### src/rtl/async_fifo_wr_ctrl.sv
// async_fifo_wr_ctrl
//   Write-side controller of a dual-clock FIFO. Converts user push requests
//   into RAM write strobes and addresses. Keeps the binary and Gray write
//   pointers and brings the read-domain Gray pointer into wr_clk through a
//   flop chain. Produces registered full, almost-full, occupancy and a sticky
//   overflow flag.
//
// Handshake: a push is accepted at a wr_clk edge when wr_req = 1 and full = 0
//   at that edge (full acts as the inverse of ready). ram_wr_en is the
//   accepted-push strobe; there is no back-pressure on the RAM side.
//
// Ports
//   wr_clk, rst_n      write clock, synchronous active-low reset
//   wr_req             push request
//   ovf_clr            clears the sticky overflow flag (wins over a new overflow)
//   rd_ptr_gray        read pointer in Gray code, asynchronous to wr_clk
//   ram_wr_en          RAM write enable (combinational, 0 while in reset)
//   ram_wr_addr        RAM write address
//   wr_ptr_gray        registered Gray write pointer for the read domain
//   full, almost_full  registered status flags
//   wr_count           registered occupancy as seen from the write side
//   overflow           sticky: wr_req seen while full
module async_fifo_wr_ctrl #(
  parameter int ADDR_WIDTH         = 4,
  parameter int SYNC_STAGES        = 2,
  parameter int ALMOST_FULL_THRESH = 12
) (
  input  logic                  wr_clk,
  input  logic                  rst_n,
  input  logic                  wr_req,
  input  logic                  ovf_clr,
  input  logic [ADDR_WIDTH:0]   rd_ptr_gray,
  output logic                  ram_wr_en,
  output logic [ADDR_WIDTH-1:0] ram_wr_addr,
  output logic [ADDR_WIDTH:0]   wr_ptr_gray,
  output logic                  full,
  output logic                  almost_full,
  output logic [ADDR_WIDTH:0]   wr_count,
  output logic                  overflow
);

  localparam int AW    = ADDR_WIDTH;
  localparam int DEPTH = 2 ** ADDR_WIDTH;
  localparam logic [AW:0] AF_THRESH = ALMOST_FULL_THRESH[AW:0];

  if (ADDR_WIDTH < 1) begin : g_chk_aw
    $error("async_fifo_wr_ctrl: ADDR_WIDTH must be >= 1");
  end
  if (SYNC_STAGES < 2) begin : g_chk_sync
    $error("async_fifo_wr_ctrl: SYNC_STAGES must be >= 2");
  end
  if (ALMOST_FULL_THRESH < 1 || ALMOST_FULL_THRESH > DEPTH) begin : g_chk_af
    $error("async_fifo_wr_ctrl: ALMOST_FULL_THRESH must be in 1..DEPTH");
  end

  function automatic logic [AW:0] gray2bin(input logic [AW:0] g);
    logic [AW:0] b;
    b[AW] = g[AW];
    for (int i = AW - 1; i >= 0; i--) begin
      b[i] = b[i+1] ^ g[i];
    end
    return b;
  endfunction

  logic [AW:0] wr_bin_q,  wr_bin_d;
  logic [AW:0] wr_gray_q, wr_gray_d;
  logic [AW:0] rq_q [SYNC_STAGES];
  logic [AW:0] rq_d [SYNC_STAGES];
  logic        full_q,        full_d;
  logic        almost_full_q, almost_full_d;
  logic [AW:0] count_q,       count_d;
  logic        overflow_q,    overflow_d;

  logic        push;
  logic [AW:0] rq_sync;
  logic [AW:0] rd_bin_sync;
  logic [AW:0] full_mask;

  always_comb begin
    // Synchronizer: pure flop-to-flop chain, nothing between stages.
    rq_d[0] = rd_ptr_gray;
    for (int i = 1; i < SYNC_STAGES; i++) begin
      rq_d[i] = rq_q[i-1];
    end
  end

  always_comb begin
    push        = wr_req & ~full_q & rst_n;
    wr_bin_d    = wr_bin_q + {{AW{1'b0}}, push};
    wr_gray_d   = wr_bin_d ^ (wr_bin_d >> 1);
    rq_sync     = rq_q[SYNC_STAGES-1];
    rd_bin_sync = gray2bin(rq_sync);

    // Full when the write pointer is exactly one lap ahead: in Gray code that
    // is the read pointer with its top two bits inverted (both bits when
    // ADDR_WIDTH = 1).
    full_mask         = '0;
    full_mask[AW]     = 1'b1;
    full_mask[AW-1]   = 1'b1;
    full_d            = (wr_gray_d == (rq_sync ^ full_mask));

    // Using the post-push pointer gives zero added latency for our own pushes.
    count_d       = wr_bin_d - rd_bin_sync;
    almost_full_d = (count_d >= AF_THRESH);

    overflow_d = ovf_clr ? 1'b0 : (overflow_q | (wr_req & full_q));
  end

  always_ff @(posedge wr_clk) begin
    if (!rst_n) begin
      wr_bin_q      <= '0;
      wr_gray_q     <= '0;
      full_q        <= 1'b0;
      almost_full_q <= 1'b0;
      count_q       <= '0;
      overflow_q    <= 1'b0;
      for (int i = 0; i < SYNC_STAGES; i++) begin
        rq_q[i] <= '0;
      end
    end else begin
      wr_bin_q      <= wr_bin_d;
      wr_gray_q     <= wr_gray_d;
      full_q        <= full_d;
      almost_full_q <= almost_full_d;
      count_q       <= count_d;
      overflow_q    <= overflow_d;
      for (int i = 0; i < SYNC_STAGES; i++) begin
        rq_q[i] <= rq_d[i];
      end
    end
  end

  assign ram_wr_en   = push;
  assign ram_wr_addr = wr_bin_q[AW-1:0];
  assign wr_ptr_gray = wr_gray_q;
  assign full        = full_q;
  assign almost_full = almost_full_q;
  assign wr_count    = count_q;
  assign overflow    = overflow_q;

endmodule

### config.mk
export PLATFORM = sky130hd
export DESIGN_NAME = async_fifo_wr_ctrl
export DESIGN_NICKNAME = d
export VERILOG_FILES = /design/src/rtl/async_fifo_wr_ctrl.sv
export SDC_FILE = /design/constraint.sdc
export NUM_CORES = 1
export LEC_CHECK = 0
export ABC_AREA = 1
export CAP_MARGIN = 30
export CORE_UTILIZATION = 49
export DETAILED_ROUTE_END_ITERATION = 6
export PLACE_DENSITY = 0.84
export SYNTH_ARGS = -nofsm -noshare
export SYNTH_HDL_FRONTEND = slang
export SYNTH_SLANG_ARGS = --single-unit
### constraint.sdc
create_clock -name wr_clk -period 3.25 [get_ports wr_clk]
set_input_delay 0.65 -clock wr_clk [delete_from_list [all_inputs] [get_ports wr_clk]]
set_output_delay 0.65 -clock wr_clk [all_outputs]
set_load 0.02 [all_outputs]
==> impl_metrics.csv <==
group,metric,value,unit
outcome,status,"completed",
critical_path,critical_path_buf_inv_count,2,
finish,layout-drive-gt1-share,0.0711,
clock_network,cts_sinks,27,
timing,rsz0062_at_grt,"no",
critical_path,crit_path_end,"wr_count[3]",
clock_network,cts-hold-fix-buffers,0,
synthesis,synth-edff-count,0,
critical_path,rr_startpoint,"full",
synthesis,synthCells,169,
floorplanning,core,2450,um2
drt,wl_per_cell,10.3,um
placed_design,placedCellCount,223,
run,drv_cap,0,
critical_path,rrSetupSlack,0.89,ns
power_and_ir_drop,peakVddDrop,0.382,mV
critical_path,path_class,"in2reg",
global_routing,grt_pass1_vias,991,
finish,utilization,0.644,
global_routing,grt_pass1_wl,3.88,mm
critical_path,path_max_fanout,5,
floorplanning,die_h,52.7,um
timing,fmax,343,MHz
synthesis,ys_warn_count,0,
synthesis,ys_async_sr_fraction,0,
critical_path,cp.depth,13,
drt,vias,1103,
timing,slew_headroom,0.789,
global_routing,grt_max_degree,17,
power_and_ir_drop,p_sw_frac,0.282,
critical_path,cp.required,3.48,ns
clock_network,cts_tree,"yes",
clock_network,post_cts_buffers,0,
clock_network,cts_buffers,3,
power_and_ir_drop,power.share.sequential,0.545,
power_and_ir_drop,power.leakage,0.804,nW
clock_network,cts_buffer_depth,2,
critical_path,end_kind,"flip-flop",
power_and_ir_drop,power_switching,0.188,mW
drt,ant_nets,0,
power_and_ir_drop,p_clk_frac,0.207,
critical_path,slowest_stage,"clkdlybuf4s50_1",
drt,drc,0,
finish,final_cell_mix,"50 x nand2_1, 28 x inv_1, 27 x dfxtp_1",
critical_path,critPathLaunchType,"input pin",
timing,whs,0.424,ns
critical_path,r2r_cells,11,
placed_design,gp_congestion,0.875,
finish,mostFrequentLayoutCell,"nand2_1",
critical_path,cp-startpoint,"rst_n",
synthesis,synth-seq-area-share,0.429,
finish,fin_cells,227,
synthesis,ys_ff_latch,27,
synthesis,synth.distinct_cells,23,
power_and_ir_drop,comb_power_share,0.248,
synthesis,synthesis.area,1260,um2
timing,setup_viol_count_final,0,
timing,hold_violations,0,
critical_path,path_delay_family,"adder cells",
critical_path,critPathMaxStageDelay,0.52,ns
floorplanning,dieWidth,52.7,um
timing,worst_pin_slew,0.316,ns
floorplanning,fp-row-count,18,
critical_path,crit_chain,"clkdlybuf4s50_1 -> nand2_1 -> nor2_1 -> ha_1 -> ha_1 -> nand2_1 -> nand2_2 -> inv_2 -> ha_1 -> a21oi_1 -> o21ai_0 -> xor2_1 -> and2_1",
synthesis,ys.flop_type,"dfxtp_1",
global_routing,grt-ovfl-total,0,
power_and_ir_drop,p_int,0.479,mW
global_routing,grt_use_total,0.195,
finish,n_antenna_cell,0,
timing,fin_crit,2.92,ns
finish,fillers,221,
finish,nNetsFinal,215,
timing,finalSetupTns,0,ns
clock_network,root_buffer,"clkbuf_4",
synthesis,post_synth.cell_area_avg,7.46,um2
timing,drv_slew,0,
clock_network,clk_pin_slew_worst_paths,0.13,ns
power_and_ir_drop,powerDensity,422,nW/um2
drt,drtIter0Drc,18,
floorplanning,dieArea,2780,um2
drt,vias_per_cell,4.86,
drt,drt_wl_total,2.34,mm
critical_path,crit_arrival,3.14,ns
finish,syn2layout_area_growth,25.3,%
min_path,min_path_type,"reg2reg",
clock_network,cts_resized,0,
timing,fin_skew,0.00224,ns
floorplanning,start_util,0.514,
placed_design,dp_hpwl,1.85,mm
synthesis,synth_nets,186,
clock_network,h-tree-depth,1,
timing,fin_crit_sh,0.898,
placed_design,portBuffers,26,
critical_path,crit_top_cell,"ha_1",
floorplanning,num_io_pins,27,
power_and_ir_drop,total_power,0.668,mW
drt,drt_pass1_iterations,4,
clock_network,clock_latency,0.31,ns
global_routing,grt_antenna_before_repair,0,
critical_path,worstReg2RegEnd,"wr_count[3]",
power by group through the flow:
stage / clock network (mW) / logic, mW / registers, mW
final: 0.138 / 0.165 / 0.364
after global routing: 0.154 / 0.183 / 0.367
after CTS: 0.140 / 0.167 / 0.364
after detailed placement: 0 / 0.166 / 0.372
after global placement: 0 / 0.160 / 0.371
after floorplan: 0 / 0.0776 / 0.394
cells by family after synthesis:
| group | count (synthesis) | synth area share |
|---|---|---|
| flip-flops | 27 | 0.429 |
| adder cells (fa/ha/maj) | 8 | 0.0853 |
| buffers and inverters | 35 | 0.108 |
| AND/OR/NAND/NOR | 86 | 0.298 |
| XOR/XNOR | 5 | 0.0466 |
| AO/OA/AOI/OAI | 8 | 0.0337 |
per-stage QoR:
stage               instance area [um2]  setup slack (ns)
floorplan                          1260             0.410
detailed placement                 1550            0.0403
finish                             1580             0.331
global route                       1580             0.123
CTS                                1580             0.323
global placement                   1550             0.159
flip-flops by register name, indices dropped and copies added, names as in the netlist:
signal,flops
overflow,1
wr_ptr_gray,4
full,1
wr_bin_q,5
wr_count,5
rq_q,10
almost_full,1
cell usage after synthesis (2+ instances only):
cell,count,area share
nand2_1,50,0.15
inv_1,28,0.083
dfxtp_1,27,0.43
nand3_1,15,0.060
nor2_1,10,0.030
ha_1,7,0.069
a21oi_1,6,0.024
nand4_1,4,0.020
inv_2,3,0.0089
xor2_1,3,0.021
clkbuf_1,2,0.0060
nand2_2,2,0.0099
nand3_2,2,0.016
worst min path at each step:
stage                     from    endpoint  slack, ns  cells after the start
floorplan           rq_q[0][0]  rq_q[0][5]       0.39                      2
global placement    rq_q[0][0]  rq_q[0][5]       0.39                      2
detailed placement  rq_q[0][0]  rq_q[0][5]       0.40                      2
CTS                 rq_q[0][0]  rq_q[0][5]       0.42                      2
global route        rq_q[0][2]  rq_q[0][7]       0.45                      2
finish              rq_q[0][0]  rq_q[0][5]       0.42                      2
worst register-to-register path, cell delays in order (launching register included):
cell and delay (ns):
dfxtp_1 0.35, nor2_1 0.15, ha_1 0.25, ha_1 0.28
nand2_1 0.13, nand2_2 0.14, inv_2 0.05, ha_1 0.30
a21oi_1 0.14, o21ai_0 0.15, xor2_1 0.18, and2_1 0.16
final cells by class:
cell class / count / area (um2) / share of cell area
multi-input cells: 107 / 584 / 0.370
flip-flops and latches: 27 / 541 / 0.342
repair buffers: 28 / 275 / 0.174
inverters: 31 / 116 / 0.0736
well taps: 30 / 37.5 / 0.0238
clock buffers: 4 / 26.3 / 0.0166
metal layers:
layer | GRT usage | up-vias | wire length, um
met2 | 0.369 | 33 | 1190
met3 | 0.0348 | 5 | 94
met1 | 0.207 | 493 | 1020
met4 | 0.0833 | 0 | 36
li1 | - | 572 | -
met5 | 0 | - | 0
Power figures use the tool's default switching activity.
